### config.mk
export PLATFORM = sky130hd
export DESIGN_NAME = ifetch
export DESIGN_NICKNAME = d
export VERILOG_FILES = /design/src/rtl/ifetch_pkg.sv /design/src/rtl/ifetch_fifo.sv /design/src/rtl/ifetch.sv
export SDC_FILE = /design/constraint.sdc
export NUM_CORES = 1
export LEC_CHECK = 0
export ABC_AREA = 1
export BUFFER_PORTS_ARGS = -buffer_cell sky130_fd_sc_hd__buf_2
export CAP_MARGIN = 20
export CORE_MARGIN = 5
export CORE_UTILIZATION = 25
export DETAILED_ROUTE_END_ITERATION = 8
export SYNTH_ARGS = -nofsm -noshare
export SYNTH_HDL_FRONTEND = slang
export SYNTH_SLANG_ARGS = --single-unit
### constraint.sdc
create_clock -name clk -period 3.6 [get_ports clk]
set_input_delay 0.72 -clock clk [delete_from_list [all_inputs] [get_ports clk]]
set_output_delay 0.72 -clock clk [all_outputs]
set_load 0.01 [all_outputs]
### src/rtl/ifetch_pkg.sv
// ifetch shared types: FSM state, widths and the prefetch FIFO entry.
// Imported by ifetch and ifetch_fifo.
package ifetch_pkg;

   localparam int ADDR_W = 16;
   localparam int BYTE_W = 8;
   localparam int INS_W  = 16;

   typedef enum logic {
      S_HI,
      S_LO
   } state_t;

   typedef struct packed {
      logic [INS_W-1:0]  ins;
      logic [ADDR_W-1:0] pc;
   } entry_t;

endpackage

### src/rtl/ifetch_fifo.sv
// Prefetch FIFO: push/pop, synchronous flush, registered head entry.
// Ports: clk, reset, flush, push, wdata, pop, head, valid, full.
module ifetch_fifo
   import ifetch_pkg::*;
#(
   parameter int DEPTH = 4
) (
   input  logic   clk,
   input  logic   reset,
   input  logic   flush,
   input  logic   push,
   input  entry_t wdata,
   input  logic   pop,
   output entry_t head,
   output logic   valid,
   output logic   full
);

   localparam int PW = $clog2(DEPTH);
   localparam int CW = $clog2(DEPTH + 1);

   entry_t          mem [DEPTH];
   logic [PW-1:0]   wr_ptr;
   logic [PW-1:0]   rd_ptr;
   logic [CW-1:0]   count;
   logic            do_pop;

   assign valid  = (count != '0);
   assign full   = (count == CW'(DEPTH));
   assign do_pop = pop && valid;
   assign head   = mem[rd_ptr];

   always_ff @(posedge clk) begin
      if (reset) begin
         wr_ptr <= '0;
         rd_ptr <= '0;
         count  <= '0;
         for (int i = 0; i < DEPTH; i++)
            mem[i] <= '0;
      end else if (flush) begin
         // flush wins over any same-cycle push or pop
         wr_ptr <= '0;
         rd_ptr <= '0;
         count  <= '0;
      end else begin
         if (push) begin
            mem[wr_ptr] <= wdata;
            wr_ptr      <= wr_ptr + PW'(1);
         end
         if (do_pop)
            rd_ptr <= rd_ptr + PW'(1);
         if (push && !do_pop)
            count <= count + CW'(1);
         else if (!push && do_pop)
            count <= count - CW'(1);
      end
   end

endmodule

### src/rtl/ifetch.sv
// Instruction fetch: reads two bytes per instruction, big-endian,
// into a prefetch FIFO drained by decode; redirect flushes and restarts.
// Ports: clk, reset, mem_raddr/mem_rdata, redirect/redirect_pc,
// ins_valid, ins, ins_pc, ins_ready.
module ifetch
   import ifetch_pkg::*;
#(
   parameter int              DEPTH    = 4,
   parameter logic [15:0]     RESET_PC = 16'h0000
) (
   input  logic        clk,
   input  logic        reset,
   output logic [15:0] mem_raddr,
   input  logic [7:0]  mem_rdata,
   input  logic        redirect,
   input  logic [15:0] redirect_pc,
   output logic        ins_valid,
   output logic [15:0] ins,
   output logic [15:0] ins_pc,
   input  logic        ins_ready
);

   state_t            state;
   state_t            state_nx;
   logic [ADDR_W-1:0] fetch_pc;
   logic [ADDR_W-1:0] pc_nx;
   logic [BYTE_W-1:0] hi_byte;
   logic [BYTE_W-1:0] hi_nx;
   logic              push;
   logic              full;
   entry_t            wdata;
   entry_t            head;

   always_ff @(posedge clk) begin
      if (reset) begin
         state    <= S_HI;
         fetch_pc <= RESET_PC;
         hi_byte  <= '0;
      end else begin
         state    <= state_nx;
         fetch_pc <= pc_nx;
         hi_byte  <= hi_nx;
      end
   end

   // address depends on state and fetch_pc only, never on mem_rdata
   always_comb begin
      state_nx  = state;
      pc_nx     = fetch_pc;
      hi_nx     = hi_byte;
      push      = 1'b0;
      mem_raddr = fetch_pc;
      unique case (state)
         S_HI: begin
            if (!full) begin
               hi_nx    = mem_rdata;
               state_nx = S_LO;
            end
         end
         S_LO: begin
            mem_raddr = fetch_pc + 16'd1;
            push      = 1'b1;
            pc_nx     = fetch_pc + 16'd2;
            state_nx  = S_HI;
         end
         default: state_nx = S_HI;
      endcase
      if (redirect) begin
         state_nx = S_HI;
         pc_nx    = redirect_pc;
      end
   end

   assign wdata.ins = {hi_byte, mem_rdata};
   assign wdata.pc  = fetch_pc;

   ifetch_fifo #(
      .DEPTH (DEPTH)
   ) u_fifo (
      .clk   (clk),
      .reset (reset),
      .flush (redirect),
      .push  (push),
      .wdata (wdata),
      .pop   (ins_ready),
      .head  (head),
      .valid (ins_valid),
      .full  (full)
   );

   assign ins    = head.ins;
   assign ins_pc = head.pc;

endmodule

==> impl_metrics.env <==
export IMPL_outcome="finished, final reports clean"
export IMPL_port_buffers=76
export IMPL_leakage_nw=3.31
export IMPL_syn_area_mm2=0.00736
export IMPL_fin_nets=840
export IMPL_avgSynthCellArea_um2=9.85
export IMPL_htreeDepth=4
export IMPL_crit_family="buffers and inverters"
export IMPL_grt_overflow=0
export IMPL_crit_required_ns=2.88
export IMPL_die_h_um=182
export IMPL_die_area_mm2=0.0330
export IMPL_finalSetupTns_ns=0
export IMPL_drtPass1Iterations=5
export IMPL_fin_hold_ws_ns=0.474
export IMPL_ir_drop_mv=0.247
export IMPL_multiInputGateArea_mm2=0.00237
export IMPL_reg2reg_slack_ns=1.42
export IMPL_drive_gt1_frac=0.180
export IMPL_tightest_slew_ns=1.00
export IMPL_cts_hold_fix_buffers=0
export IMPL_cpPeakStageDelay_ns=0.72
export IMPL_design_portCount=77
export IMPL_antenna_found_initial=0
export IMPL_synth_nets=779
export IMPL_vias=5557
export IMPL_post_cts_buffers=0
export IMPL_clock_sinks=162
export IMPL_power_per_cell_area_mw_per_mm2=499
export IMPL_setup_viol=0
export IMPL_final_util=0.300
export IMPL_initial_core_util=0.255
export IMPL_path_max_fanout=32
export IMPL_clock_skew_ns=0.00872
export IMPL_dieWidth_um=182
export IMPL_antennaDiodeCount=0
export IMPL_core_mm2=0.0289
export IMPL_worstPathBufferInverterCount=2
export IMPL_synth_async_reset_ratio=0
export IMPL_place_area_mm2=0.00807
export IMPL_wl_per_cell_um=16.1
export IMPL_cp_start_kind="flop"
export IMPL_dp_cells=1173
export IMPL_period_minus_slack_ns=2.91
export IMPL_fmax_mhz=343
export IMPL_synth_flop_cell="edfxtp_1"
export IMPL_routed_wl_um=19400
export IMPL_cts_root_buf="clkbuf_16"
export IMPL_slew_headroom=0.330
export IMPL_synth_cell_types=35
export IMPL_critical_path_cell_chain="inv_1, o21ai_0, o22ai_1, buf_2"
export IMPL_dpl_worst_slack_ns=1.02
export IMPL_vias_per_cell=4.61
export IMPL_drc=0
export IMPL_rows=62
export IMPL_syn_inst=747
export IMPL_max_cap_violations=0
export IMPL_min_path_type="flop to flop"
export IMPL_fin_cells=1205
export IMPL_fillers=3050
export IMPL_drv_slew=0
export IMPL_rsz0062_at_grt="false"
export IMPL_gp_congestion=0.781
export IMPL_grt_pass1_wl_um=30700
export IMPL_yosys_warnings=0
export IMPL_ant_nets=0
export IMPL_cp_end_kind="primary output"
export IMPL_clk_latency_ns=0.43
export IMPL_grt_max_degree=65
export IMPL_area_growth_pct=17.7
export IMPL_tritoncts="done"
export IMPL_layout_setup_ws_ns=0.688
export IMPL_cp_arrival_ns=2.19
export IMPL_period_share=0.809
export IMPL_p_total_mw=4.32
export IMPL_grt_usage=0.117
export IMPL_clk_path_buf_depth=2
export IMPL_ys_seq_area_frac=0.615
export IMPL_synth_edf_count=128
export IMPL_regArea_mm2=0.00453
export IMPL_dr_first_iter_drc_count=438
export IMPL_finalHoldViolCount=0
export IMPL_clkTransAtPathRegs_ns=0.06
export IMPL_ys_ff_latch=162
export IMPL_slowest_stage="inv_1"
export IMPL_hpwl_um=12100
export IMPL_crit_type="flop to primary output"
export IMPL_final_cell_area_mm2=0.00866
export IMPL_ctsResizeCount=0
export IMPL_grt_pass1_vias=5423
export IMPL_cts_buffers=17
[flip-flops by register name (all words and copies together) (netlist names), named ones only]
register / cells
u_fifo.mem: 128
fetch_pc: 16
hi_byte: 8
u_fifo.count: 3
u_fifo.rd_ptr: 2
state: 1
u_fifo.wr_ptr: 2
[cells in the mapped netlist, types with 10 or more instances]
cell	instances	area (um2)
nand3_1	21	105
edfxtp_1	128	3840
dfxtp_1	34	681
a22oi_1	10	75.1
o21ai_0	90	450
buf_2	15	75.1
inv_1	53	199
clkbuf_1	17	63.8
o22ai_1	32	200
nor2_1	193	724
nand2_1	52	195
a21oi_1	28	140
nor2_2	14	87.6
xor2_1	11	96.3
[worst paths after layout]
kind | to | startpoint | cells past startpoint
worst max-delay path | ins_pc[1] | flop | 4
worst min-delay path | flop | u_fifo.rd_ptr[0] | 1
worst max register to register | u_fifo.mem[1][9] | state | 7
worst min register to register | flop | u_fifo.rd_ptr[0] | 1
[cell families after synthesis]
| logic type | after synthesis | share of synthesized area |
|---|---|---|
| flip-flops | 162 | 0.615 |
| buffers and inverters | 101 | 0.0633 |
| AND/OR/NAND/NOR | 303 | 0.176 |
| XOR/XNOR | 12 | 0.0143 |
| adder cells (fa/ha/maj) | 4 | 0.00782 |
| AO/OA/AOI/OAI | 165 | 0.124 |
[metal layers]
layer,GRT usage,vias to the layer above,part of all wire
li1,-,2672,-
met1,0.172,2689,0.47
met2,0.176,179,0.45
met3,0.0250,17,0.067
met4,0.0315,0,0.0094
met5,0,-,0
[report_power, final]
part / switching, mW / internal, mW / leakage, nW
sequential: 0.0423 / 2.09 / 1.60
clock: 0.798 / 1.04 / 0.285
combinational: 0.242 / 0.106 / 1.42
total: 1.08 / 3.24 / 3.31
[area by class of cell]
class | count | share of cell area
inverters | 56 | 0.0246
repair buffers | 87 | 0.0549
flip-flops and latches | 162 | 0.523
well taps | 384 | 0.0555
multi-input cells | 484 | 0.274
clock inverters | 15 | 0.0195
clock buffers | 17 | 0.0491
[cell usage in the layout (no fill, tap or decap), types with 11 or more instances in the layout]
| cell type | count |
|---|---|
| nor2_1 | 193 |
| edfxtp_1 | 128 |
| o21ai_0 | 89 |
| buf_2 | 76 |
| inv_1 | 53 |
| nand2_1 | 52 |
| dfxtp_1 | 33 |
| o22ai_1 | 32 |
| a21oi_1 | 28 |
| nand3_1 | 21 |
| clkbuf_16 | 17 |
| nor2_2 | 14 |
| xor2_1 | 11 |
(Power assumes the default switching activity.)
